--- config.mk ---
export PLATFORM = sky130hd
export DESIGN_NAME = eth_rx_buf_ctrl
export DESIGN_NICKNAME = d
export VERILOG_FILES = /design/src/rtl/eth_rx_buf_ctrl.sv
export SDC_FILE = /design/constraint.sdc
export NUM_CORES = 1
export LEC_CHECK = 0
export CORE_MARGIN = 4
export CORE_UTILIZATION = 55
export DETAILED_ROUTE_END_ITERATION = 6
export GPL_TIMING_DRIVEN = 1
export HOLD_SLACK_MARGIN = 0.08
export PLACE_DENSITY = 0.81
export SYNTH_ARGS = -nofsm -noshare
export SYNTH_HDL_FRONTEND = slang
export SYNTH_SLANG_ARGS = --single-unit
--- constraint.sdc ---
create_clock -name Clk -period 4 [get_ports Clk]
set_clock_uncertainty 0.05 [all_clocks]
set_input_delay 0.8 -clock Clk [delete_from_list [all_inputs] [get_ports Clk]]
set_output_delay 0.8 -clock Clk [all_outputs]
set_load 0.005 [all_outputs]
--- src/rtl/eth_rx_buf_ctrl.sv ---
// Receive packet-buffer controller: stores RMII frames into a byte RAM, commits on good
// CRC (FCS stripped) or rewinds, and streams committed frames out over valid/ready.
`timescale 1ns/1ps
module eth_rx_buf_ctrl #(
  parameter int pADDR_W     = 11,
  parameter int pDESC_DEPTH = 4,
  parameter int pMIN_BYTES  = 64,
  parameter int pMAX_BYTES  = 1518,
  parameter int pSTATUS_TO  = 8
) (
  input  logic               Clk,
  input  logic               Rst,
  input  logic               Rx_Byte_Vld,
  input  logic [7:0]         Rx_Byte,
  input  logic               Rx_Eop,
  input  logic               Rx_Good,
  input  logic               Rx_Bad,
  output logic               Wr_En,
  output logic [pADDR_W-1:0] Wr_Addr,
  output logic [7:0]         Wr_Data,
  output logic               Rd_En,
  output logic [pADDR_W-1:0] Rd_Addr,
  input  logic [7:0]         Rd_Data,
  output logic [7:0]         M_Data,
  output logic               M_Valid,
  output logic               M_Last,
  input  logic               M_Ready,
  output logic [15:0]        Good_Cnt,
  output logic [15:0]        Drop_Cnt
);
  localparam int PW = pADDR_W + 1;
  localparam int CW = $clog2(pMAX_BYTES + 2);
  localparam int DW = $clog2(pDESC_DEPTH);
  localparam int TW = $clog2(pSTATUS_TO + 1);
  localparam logic [PW-1:0] BUF_BYTES = {1'b1, {pADDR_W{1'b0}}};

  typedef enum logic [1:0] {W_IDLE, W_STORE, W_STATUS, W_DROP} wstate_e;
  typedef enum logic {R_IDLE, R_STREAM} rstate_e;

  function automatic logic [15:0] sat_inc(input logic [15:0] v);
    return (v == 16'hFFFF) ? v : v + 16'd1;
  endfunction

  wstate_e       wst_q;
  rstate_e       rst_q;
  logic [PW-1:0] wr_ptr_q, commit_ptr_q, rd_ptr_q, commit_nxt;
  logic [CW-1:0] cnt_q, rem_q, head_len;
  logic [TW-1:0] to_q;
  logic          eop_seen_q;
  logic [CW-1:0] desc_mem [pDESC_DEPTH];
  logic [DW:0]   desc_wp_q, desc_rp_q;
  logic          desc_full, desc_empty, buf_full, len_ok, commit_ok, status_to;
  logic          infl_q, infl_last_q, pop_out, issue, issue_last;
  logic [1:0]    sk_cnt_q, sk_cnt_d;
  logic [8:0]    sk0_q, sk0_d, sk1_q, sk1_d;
  logic [2:0]    fill_nxt;

  assign desc_full  = (desc_wp_q - desc_rp_q) == (DW+1)'(pDESC_DEPTH);
  assign desc_empty = desc_wp_q == desc_rp_q;
  assign buf_full   = (wr_ptr_q - rd_ptr_q) == BUF_BYTES;
  assign len_ok     = (cnt_q >= CW'(pMIN_BYTES)) && (cnt_q <= CW'(pMAX_BYTES));
  assign commit_ok  = (wst_q == W_STATUS) && Rx_Good && !Rx_Bad && len_ok;
  assign status_to  = to_q == TW'(pSTATUS_TO - 1);
  assign commit_nxt = commit_ptr_q + PW'(cnt_q - CW'(4));

  // Write side: byte capture, commit/rewind, counters
  always_ff @(posedge Clk) begin
    if (Rst) begin
      wst_q        <= W_IDLE;
      wr_ptr_q     <= '0;
      commit_ptr_q <= '0;
      cnt_q        <= '0;
      to_q         <= '0;
      eop_seen_q   <= 1'b0;
      desc_wp_q    <= '0;
      Wr_En        <= 1'b0;
      Wr_Addr      <= '0;
      Wr_Data      <= '0;
      Good_Cnt     <= '0;
      Drop_Cnt     <= '0;
    end else begin
      Wr_En <= 1'b0;
      case (wst_q)
        W_IDLE, W_STORE: begin
          if (Rx_Byte_Vld) begin
            if (buf_full || desc_full && wst_q == W_IDLE ||
                wst_q == W_STORE && cnt_q == CW'(pMAX_BYTES)) begin
              wst_q      <= W_DROP;
              wr_ptr_q   <= commit_ptr_q;
              eop_seen_q <= Rx_Eop;
              to_q       <= '0;
            end else begin
              Wr_En    <= 1'b1;
              Wr_Addr  <= wr_ptr_q[pADDR_W-1:0];
              Wr_Data  <= Rx_Byte;
              wr_ptr_q <= wr_ptr_q + PW'(1);
              cnt_q    <= (wst_q == W_IDLE) ? CW'(1) : cnt_q + CW'(1);
              to_q     <= '0;
              wst_q    <= Rx_Eop ? W_STATUS : W_STORE;
            end
          end
        end
        W_STATUS: begin
          if (commit_ok) begin
            commit_ptr_q <= commit_nxt;
            wr_ptr_q     <= commit_nxt;
            desc_wp_q    <= desc_wp_q + (DW+1)'(1);
            Good_Cnt     <= sat_inc(Good_Cnt);
            wst_q        <= W_IDLE;
          end else if (Rx_Good || Rx_Bad || status_to) begin
            wr_ptr_q <= commit_ptr_q;
            Drop_Cnt <= sat_inc(Drop_Cnt);
            wst_q    <= W_IDLE;
          end else begin
            to_q <= to_q + TW'(1);
          end
        end
        default: begin
          wr_ptr_q <= commit_ptr_q;
          if (Rx_Byte_Vld && Rx_Eop) eop_seen_q <= 1'b1;
          if (Rx_Good || Rx_Bad || (eop_seen_q && status_to)) begin
            Drop_Cnt <= sat_inc(Drop_Cnt);
            wst_q    <= W_IDLE;
          end else if (eop_seen_q) begin
            to_q <= to_q + TW'(1);
          end
        end
      endcase
    end
  end

  always_ff @(posedge Clk) begin
    if (commit_ok) desc_mem[desc_wp_q[DW-1:0]] <= cnt_q - CW'(4);
  end

  // Read side: issue a read only if the skid buffer can absorb its data next cycle
  assign head_len   = desc_mem[desc_rp_q[DW-1:0]];
  assign pop_out    = M_Valid && M_Ready;
  assign fill_nxt   = {1'b0, sk_cnt_q} + {2'b0, infl_q} - {2'b0, pop_out};
  assign issue      = !Rst && ((rst_q == R_IDLE && !desc_empty) ||
                               (rst_q == R_STREAM && rem_q != '0 && fill_nxt <= 3'd1));
  assign issue_last = (rst_q == R_IDLE) ? (head_len == CW'(1)) : (rem_q == CW'(1));
  assign Rd_En      = issue;
  assign Rd_Addr    = rd_ptr_q[pADDR_W-1:0];
  assign M_Valid    = sk_cnt_q != 2'd0;
  assign M_Data     = sk0_q[7:0];
  assign M_Last     = M_Valid && sk0_q[8];

  always_comb begin
    sk_cnt_d = sk_cnt_q;
    sk0_d    = sk0_q;
    sk1_d    = sk1_q;
    if (pop_out) begin
      sk0_d    = sk1_q;
      sk_cnt_d = sk_cnt_q - 2'd1;
    end
    if (infl_q) begin
      if (sk_cnt_d == 2'd0) sk0_d = {infl_last_q, Rd_Data};
      else                  sk1_d = {infl_last_q, Rd_Data};
      sk_cnt_d = sk_cnt_d + 2'd1;
    end
  end

  // The descriptor stays queued until its frame is fully delivered
  always_ff @(posedge Clk) begin
    if (Rst) begin
      rst_q       <= R_IDLE;
      rd_ptr_q    <= '0;
      rem_q       <= '0;
      desc_rp_q   <= '0;
      infl_q      <= 1'b0;
      infl_last_q <= 1'b0;
      sk_cnt_q    <= '0;
      sk0_q       <= '0;
      sk1_q       <= '0;
    end else begin
      infl_q      <= issue;
      infl_last_q <= issue_last;
      sk_cnt_q    <= sk_cnt_d;
      sk0_q       <= sk0_d;
      sk1_q       <= sk1_d;
      if (issue) rd_ptr_q <= rd_ptr_q + PW'(1);
      case (rst_q)
        R_IDLE: begin
          if (!desc_empty) begin
            rem_q <= head_len - CW'(1);
            rst_q <= R_STREAM;
          end
        end
        default: begin
          if (issue) rem_q <= rem_q - CW'(1);
          if (pop_out && M_Last) begin
            desc_rp_q <= desc_rp_q + (DW+1)'(1);
            rst_q     <= R_IDLE;
          end
        end
      endcase
    end
  end
endmodule

Yosys cells after proc, flatten, opt, wreduce, memory -nomap -nowiden. Memory sizes are Yosys's and may differ from the RTL's. A register that Yosys moved wholly into a read port is not among the register bits. Index checks and enable logic that the tools add are counted. Widths: inputs -> output; s select.

Register bits after elaboration: 146. Bits in writable memories: 44. Input bits: 23. Output and inout bits: 74. Word-level logic and storage cells: 161. Memories kept: 1.

Memory list: desc_mem (words 4, width 11, read ports 1, clocked after Yosys merged registers in 1, write ports 1, line 50) `logic [CW-1:0] desc_mem [pDESC_DEPTH];`.

Add/sub/neg operators: 19. Order comparisons: 3. Eq/ne operators: 20. Multiplexer cells: 45. Bitwise operators: 7. Reduce and logical (&&, ||, !) cells: 45.

Operator list (number): $mux 16 (4); $mux 12 (4); $mux 11 (4); $add 16x1->16 const B (2); $eq 16x16->1 const B (2); $pmux 16 s2 (1); $mux 9 (3); $add 12x1->12 const B (2); $pmux 12 s2 (1); $eq 11x1->1 const B (2); $sub 11x1->11 const B (2); $mux 2 (10); $mux 4 (5); $logic_and 1x1->1 (15); $add 12x12->12 (1); $eq 12x12->1 const B (1); $ne 2x2->1 const B (6); $sub 11x3->12 const B (1); $sub 12x12->12 (1); $add 11x1->11 const B (1); $eq 11x11->1 const B (1); $ge 11x7->1 const B (1); $le 11x11->1 const B (1); $reduce_bool 11->1 (1); 32 further kinds (67).

Logic depth before layout (Yosys ltp).
Depth in word-level cells: 9. Depth in mapped cells: 20. Mapped depth without buffers: 18.

Worst setup path before layout. No wires, ideal clock.

Path kind: input to output. From: in M_Ready. To: out Rd_En. Data arrival time: 3035 ps. Data required time: 3150 ps. Setup slack: 115 ps. Cell stages on the path: 13. Path buffers: 1. Cell sequence: nand2_1 -> inv_1 -> buf_1 -> ha_1 -> inv_1 -> ha_1 -> inv_1 -> fa_1 -> xnor2_1 -> nand3_1 -> a31oi_1 -> nor2_1 -> nor2_1.

Word-level cells in the longest chain between the ends: 6.

RTL lines: start: declaration (line 27) `input logic M_Ready,`; $logic_and 1x1->1 (line 138) `assign pop_out = M_Valid && M_Ready;`; $sub 3x1->3 (line 139) `assign fill_nxt = {1'b0, sk_cnt_q} + {2'b0, infl_q} - {2'b0, pop_out};`; $le 3x1->1 (line 141) `(rst_q == R_STREAM && rem_q != '0 && fill_nxt <= 3'd1));`; $logic_and 1x1->1 (line 141); $logic_or 1x1->1 (line 140) `assign issue = !Rst && ((rst_q == R_IDLE && !desc_empty) ||`; $logic_and 1x1->1 (line 140); end: declaration (line 21) `output logic Rd_En,`.

Every way passes these cells.

Worst setup path after layout. Ends and elaborated chain as after synthesis.

==> flow_metrics.tcl <==
set metrics [dict create \
    clock_insertion_delay_worst_skew_ns 0.44 \
    critical_path.endpoint_type "output port" \
    worst-r2r-setup-slack_ns 0.32 \
    finalHoldViolations 0 \
    maximum_number_of_pins_on_one_net_before_global_route_repair 84 \
    route.detailed.drc 0 \
    floorplan.die.height_um 145 \
    vias_per_cell 5.84 \
    cts-htree-levels 4 \
    min_path_cells 2 \
    grtUsageTotal 0.231 \
    dr_total_vias 8599 \
    ctsRootBufferMaster "sky130_fd_sc_hd__clkbuf_16" \
    worstHoldStart "sk1_q[5]$_SDFFE_PP0P_" \
    drt_iter0_markers 559 \
    status "finished, final reports clean" \
    cp-start-kind "input port" \
    dpl_cell_area_um2 11500 \
    clk_transition_reported_paths_ns 0.08 \
    worst_hold_path_type "flop to flop" \
    register_area_um2 4280 \
    num-nets-final 1313 \
    power_per_cell_area_nw_per_um2 437 \
    routed_wl_um 24700 \
    clock-sinks 192 \
    power.total_uw 5290 \
    postSynth.asyncResetShare 0 \
    worstMarginPinSlew_ns 0.892 \
    static-leakage-power_uw 0.00448 \
    setup_violations 0 \
    path_class "input port to output port" \
    grt_first_pass_wirelength_um 41000 \
    critical_path.max_stage_delay_ns 0.48 \
    seq_area_frac_synth 0.415 \
    fp-row-count 49 \
    cells_traversed_along_the_worst_timing_path "clkdlybuf4s50_1, nand2_2, inv_2, ha_4, inv_1, ha_1, inv_1, fa_1, xnor2_1, nand3_1, a31oi_4, nor2_1, nor2_1, buf_2" \
    cp.arrival_ns 3.02 \
    synthDistinctLibCells 74 \
    yosys_most_used_dff "sky130_fd_sc_hd__dfxtp_1" \
    die_width_um 145 \
    port-buffer-count 96 \
    synthesis.instances 1146 \
    syn-cell-area_um2 10300 \
    synth_edf_count 44 \
    critical-path-slowest-cell "sky130_fd_sc_hd__clkdlybuf4s50_1" \
    drt_pre_antenna_iters 6 \
    critical_path.n_buffers_inverters 5 \
    rsz_0062_raised_after_global_routing "false" \
    finalWeightedCongestion 0.911 \
    syn_avg_cell_area_um2 9.01 \
    post_drt_wl_per_cell_um 16.8 \
    drive_above_1_share 0.0796 \
    multiInputGateArea_um2 5430 \
    floorplan.initialDensity 0.567 \
    antenna_cells_inserted 0 \
    max-cap-violations 0 \
    clk_path_buf_depth 2 \
    grt_remaining_overflow 0 \
    layout.filler_cells 1369 \
    cts_tree "built" \
    reg2reg_depth 11 \
    post-route-min-period_ns 3.87 \
    dp_hpwl_um 17600 \
    die_area_um2 21000 \
    timing.max_slew.rel_slack 0.406 \
    endpoint_of_the_most_critical_register_to_register_path "Wr_Data[7]$_SDFFE_PP0P_" \
    max_freq_mhz 259 \
    top_level_ports 97 \
    holdPathEnd "sk1_q[5]$_SDFFE_PP0P_" \
    core-area_um2 18200 \
    critical_path.top_delay_family "buffers and inverters" \
    yosysWarnings 0 \
    total_non_filler_cell_area_in_the_finished_layout_um2 12100 \
    cp.required_ns 3.15 \
    critical_path_peak_fanout 2 \
    grt_antenna_before_repair 0 \
    synth.net_count 1228 \
    irDropWorstVdd_mv 0.347 \
    ys_seq_elements 192 \
    post-route-period-util 0.967 \
    number_of_max_slew_violations_in_the_final_report 0 \
    first_global_vias 8405 \
    antenna_violating_nets_post_route 0 \
    rr_startpoint "rd_ptr_q[1]$_SDFFE_PP0P_" \
    syn_to_final_growth_pct 17.2 \
    cts_made_buffers 17 \
]
## power by group
part	switching, µW	total, µW	internal, µW
clock network	845	1690	841
logic	807	1450	645
registers	90.8	2150	2060
total	1740	5290	3540
## logic make-up after synthesis
kind of cell | share of synthesized area
xor gates and xnor gates | 0.0628
adders and majority gates | 0.0730
muxes | 0.0621
AOI/OAI and AO/OA | 0.135
buffers and inverters | 0.0623
DFF | 0.415
and+or+nand+nor | 0.190
## flip-flops by register name (all words and copies together), names as in the netlist, 2 cells and up, named ones only
signal        count
Drop_Cnt         16
Good_Cnt         16
Wr_Addr          11
Wr_Data           8
cnt_q            11
commit_ptr_q     12
desc_mem         44
desc_rp_q         3
desc_wp_q         3
rd_ptr_q         12
rem_q            11
sk0_q             9
sk1_q             9
sk_cnt_q          2
to_q              4
wr_ptr_q         12
wst_q             2
## worst reg2reg max path, stage by stage (launching register included)
cell and delay [ns]:
sky130_fd_sc_hd__dfxtp_1 0.47, sky130_fd_sc_hd__inv_1 0.08, sky130_fd_sc_hd__ha_1 0.30, sky130_fd_sc_hd__nor2b_4 0.13, sky130_fd_sc_hd__o31a_1 0.29, sky130_fd_sc_hd__or4_1 0.53, sky130_fd_sc_hd__o22a_1 0.20, sky130_fd_sc_hd__or4_1 0.45
sky130_fd_sc_hd__o21a_1 0.51, sky130_fd_sc_hd__buf_4 0.33, sky130_fd_sc_hd__mux2i_1 0.16, sky130_fd_sc_hd__nor2_1 0.05
## what timing repair did
action                                  in CTS  in global routing
endpoints found under the hold margin        0                  0
endpoints found under the setup margin       1                  1
setup buffers                                0                  0
hold buffers                                 0                  0
pin swaps                                    0                  2
gates resized for setup                      5                  4
cloned                                       0                  0
## Yosys cell counts (11+ instances only)
cell type,instances,share of area
sky130_fd_sc_hd__a21oi_1,59,0.029
sky130_fd_sc_hd__nor3_1,30,0.015
sky130_fd_sc_hd__nand3_1,35,0.017
sky130_fd_sc_hd__nand2_1,112,0.041
sky130_fd_sc_hd__a311oi_1,13,0.011
sky130_fd_sc_hd__mux4_2,11,0.024
sky130_fd_sc_hd__xor2_1,29,0.025
sky130_fd_sc_hd__nand4_1,20,0.012
sky130_fd_sc_hd__or3_1,19,0.012
sky130_fd_sc_hd__mux2i_1,37,0.036
sky130_fd_sc_hd__clkbuf_1,31,0.011
sky130_fd_sc_hd__inv_1,78,0.028
sky130_fd_sc_hd__xnor2_1,45,0.038
sky130_fd_sc_hd__o21ai_1,12,0.0058
sky130_fd_sc_hd__dfxtp_1,148,0.29
sky130_fd_sc_hd__nor2_1,134,0.049
sky130_fd_sc_hd__buf_4,22,0.016
sky130_fd_sc_hd__edfxtp_1,44,0.13
sky130_fd_sc_hd__o21ai_0,36,0.017
sky130_fd_sc_hd__ha_1,57,0.069
## placed cells by master, fill, tap and decap left out, types with 8 or more instances in the layout
cell type | Yosys | layout
sky130_fd_sc_hd__dfxtp_1 | 148 | 148
sky130_fd_sc_hd__nor2_1 | 134 | 134
sky130_fd_sc_hd__nand2_1 | 112 | 111
sky130_fd_sc_hd__clkdlybuf4s50_1 | 0 | 94
sky130_fd_sc_hd__inv_1 | 78 | 77
sky130_fd_sc_hd__a21oi_1 | 59 | 59
sky130_fd_sc_hd__ha_1 | 57 | 56
sky130_fd_sc_hd__xnor2_1 | 45 | 45
sky130_fd_sc_hd__edfxtp_1 | 44 | 44
sky130_fd_sc_hd__mux2i_1 | 37 | 37
sky130_fd_sc_hd__o21ai_0 | 36 | 36
sky130_fd_sc_hd__buf_4 | 22 | 36
sky130_fd_sc_hd__nand3_1 | 35 | 35
sky130_fd_sc_hd__nor3_1 | 30 | 30
sky130_fd_sc_hd__xor2_1 | 29 | 29
sky130_fd_sc_hd__nand4_1 | 20 | 20
sky130_fd_sc_hd__or3_1 | 19 | 19
sky130_fd_sc_hd__clkbuf_16 | 0 | 17
sky130_fd_sc_hd__a311oi_1 | 13 | 13
sky130_fd_sc_hd__o21ai_1 | 12 | 12
sky130_fd_sc_hd__mux4_2 | 11 | 11
sky130_fd_sc_hd__and3_1 | 10 | 10
sky130_fd_sc_hd__nor4_1 | 10 | 10
sky130_fd_sc_hd__nor2b_1 | 10 | 10
sky130_fd_sc_hd__o21a_1 | 9 | 9
sky130_fd_sc_hd__o22ai_1 | 8 | 8
## layout make-up
cell class	instances	share of cell area
Clock buffer	17	0.0352
Tap cell	229	0.0237
Multi-Input combinational cell	810	0.449
Sequential cell	192	0.354
Timing Repair Buffer	131	0.101
Inverter	79	0.0245
Clock inverter	15	0.0133
## metrics by stage
| step | TNS [ns] | setup WS, ns | hold slack [ns] | util | instances |
|---|---|---|---|---|---|
| 4_1_cts | 0 | 0.0847 | 0.411 | 0.663 | 1473 |
| 6_report | 0 | 0.132 | 0.408 | 0.664 | 1473 |
| 3_5_place_dp | -0.381 | -0.381 | 0.398 | 0.631 | 1441 |
| 3_3_place_gp | -0.320 | -0.320 | 0.392 | 0.631 | 1441 |
| 5_1_grt | 0 | 0.0266 | 0.428 | 0.664 | 1473 |
| 2_1_floorplan | 0 | 0.115 | 0.382 | - | 1146 |
## metal layers
layer  share of wire  routed length, µm  GRT usage  vias to the layer above
met4           0.019                476     0.0770                        0
met3           0.045               1120     0.0430                       40
li1                -                  -          -                     4213
met1            0.43              10500      0.291                     4102
met5               0                  0          0                        -
met2            0.51              12500      0.403                      244
## worst max path at each step
stage          startpoint    end  slack, ns  cells after the start
3_5_place_dp      M_Ready  Rd_En      -0.38                     14
4_1_cts           M_Ready  Rd_En       0.08                     14
3_3_place_gp      M_Ready  Rd_En      -0.32                     14
5_1_grt           M_Ready  Rd_En       0.03                     14
6_report          M_Ready  Rd_En       0.13                     14
2_1_floorplan     M_Ready  Rd_En       0.11                     13
Power figures use the tool's default switching activity.
==> RTL change (same settings) <==
Change the parameter `pMIN_BYTES` from 64 to 48.
--- a/src/rtl/eth_rx_buf_ctrl.sv
+++ b/src/rtl/eth_rx_buf_ctrl.sv
@@ -6,3 +6,3 @@
   parameter int pDESC_DEPTH = 4,
-  parameter int pMIN_BYTES  = 64,
+  parameter int pMIN_BYTES  = 48,
   parameter int pMAX_BYTES  = 1518,
Formal check against the unedited RTL: same outputs for any inputs over 4 cycles, from zero or initial values and one cycle with Rst high; that may be too few to reach the edited logic, so the function may still have changed.
==> RTL change against the original RTL <==
- cell area down 0.53%
- area after synthesis shrank 1.3%
- critical endpoint unchanged
- sequential cell count unchanged
- routed wire length shrank 4.0%
- die area decreased by 1.2%
- largest cell class unchanged
- setup slack got worse by 21 ps
- register-to-register slack is essentially flat
Power is not compared: it rests on default switching activity, and its combinational part moved more than twofold at a synthesized area within 25%.
==> RTL change: results (changes against the original RTL) <==
grt_start_max_net_pins: 105  # +25%
ir_drop_uv: 350.0
first_pass_iters: 5  # -1
fin_nets: 1280  # -2.5%
arrival_ps: 3040  # +20 ps
vias: 8389  # -2.4%
ys_top_cells_by_area: "dfxtp_1 29%, edfxtp_1 13%, ha_1 7.0%, nor2_1 4.7%, xnor2_1 4.0%"
n_fill_cell: 1420  # +3.7%
post_cts_buffers: 2  # +2
yosys-top-cells-count: "148 x dfxtp_1, 127 x nor2_1, 106 x nand2_1"
slew_headroom_pct: 50.27  # +9.7 points
grt_first_pass_wirelength_um: 38580  # -5.8%
syn_avg_cell_area_sq_um: 9.121  # +1.3%
clockBufferDepth: 2  # unchanged
track_usage_pct: 22.92  # -0.19 points
cts_resized: 10  # +5
ys_seq_area_share_pct: 42.05  # +0.55 points
outcome: "completed"
cts-root-buf: "clkbuf_16"
ys_types: 71  # -4.1%
slowest_delay_ps: 370  # -110 ps
routedWlPerCell_um: 16.45  # -1.8%
drive_gt1_share_pct: 8.671  # +0.71 points
syn_nets: 1199  # -2.4%
layout.cells.non_filler: 1440  # -2.2%
crit_family: "adder cells"
total_power_uw: 4141
placed_cell_area_sq_um: 11360  # -1.1%
syn2layout_area_growth_pct: 18.10
pre_cts_ws_ps: -371.7  # +9.412 ps
drtIter0Drc: 643  # +15%
place_congestion: 0.8860  # -2.7%
leakagePower_uw: 0.004406
grt_pass1_vias: 8032  # -4.4%
io_buffers: 96  # unchanged
dp_hpwl_um: 16570  # -5.8%
critPathSlowestCell: "fa_2"
[RTL change: kinds of logic (layout without fill, tap and decap cells)]
| logic type | after synthesis | count (layout) | synth area share [%] |
|---|---|---|---|
| flip-flops | 192 | 192 | 42.05 |
| AND/OR/NAND/NOR | 407 | 407 | 18.86 |
| XOR/XNOR | 83 | 83 | 7.135 |
| AO/OA/AOI/OAI | 186 | 186 | 12.53 |
| adder cells (fa/ha/maj) | 59 | 59 | 7.393 |
| multiplexers | 46 | 46 | 5.907 |
| buffers and inverters | 144 | 238 | 6.128 |
[RTL change: path summary, 6_finish.rpt]
path                            slack [ps]         from            to  depth (start not counted)
worst max-delay path                   110  sk_cnt_q[0]         Rd_En                         16
worst min-delay path                   410     sk1_q[2]      sk1_q[2]                          2
worst max register to register         320  sk_cnt_q[0]  rd_ptr_q[11]                         21
worst min register to register         410     sk1_q[2]      sk1_q[2]                          2
[RTL change: worst register-to-register path, stage by stage, from the launching register on]
cell and delay (ps):
dfxtp_1 320, inv_1 80, ha_1 220, inv_1 80, nand2_2 60, inv_2 70
ha_4 200, inv_1 50, ha_1 130, inv_1 60, fa_2 370, xnor2_2 160
and3_4 210, a21oi_2 60, or2_1 260, buf_4 140, buf_4 120, buf_4 160
nor3_1 340, nand4_1 160, xor2_1 160, nor2_1 60
[RTL change: routing by layer]
metal | part of all wire, % | vias to the layer above | track usage [%]
met5 | 0 | - | 0
met4 | 2.0 | 0 | 8.028
met3 | 5.8 | 48 | 5.026
met2 | 51 | 287 | 38.88
met1 | 42 | 3981 | 28.95
li1 | - | 4073 | -
[RTL change: cell type report]
type,count,area share [%]
Clock inverter,13,1.393
Sequential cell,192,35.60
Tap cell,229,2.381
Inverter,76,2.371
Timing Repair Buffer,130,10.33
Clock buffer,19,3.764
Multi-Input combinational cell,781,44.16
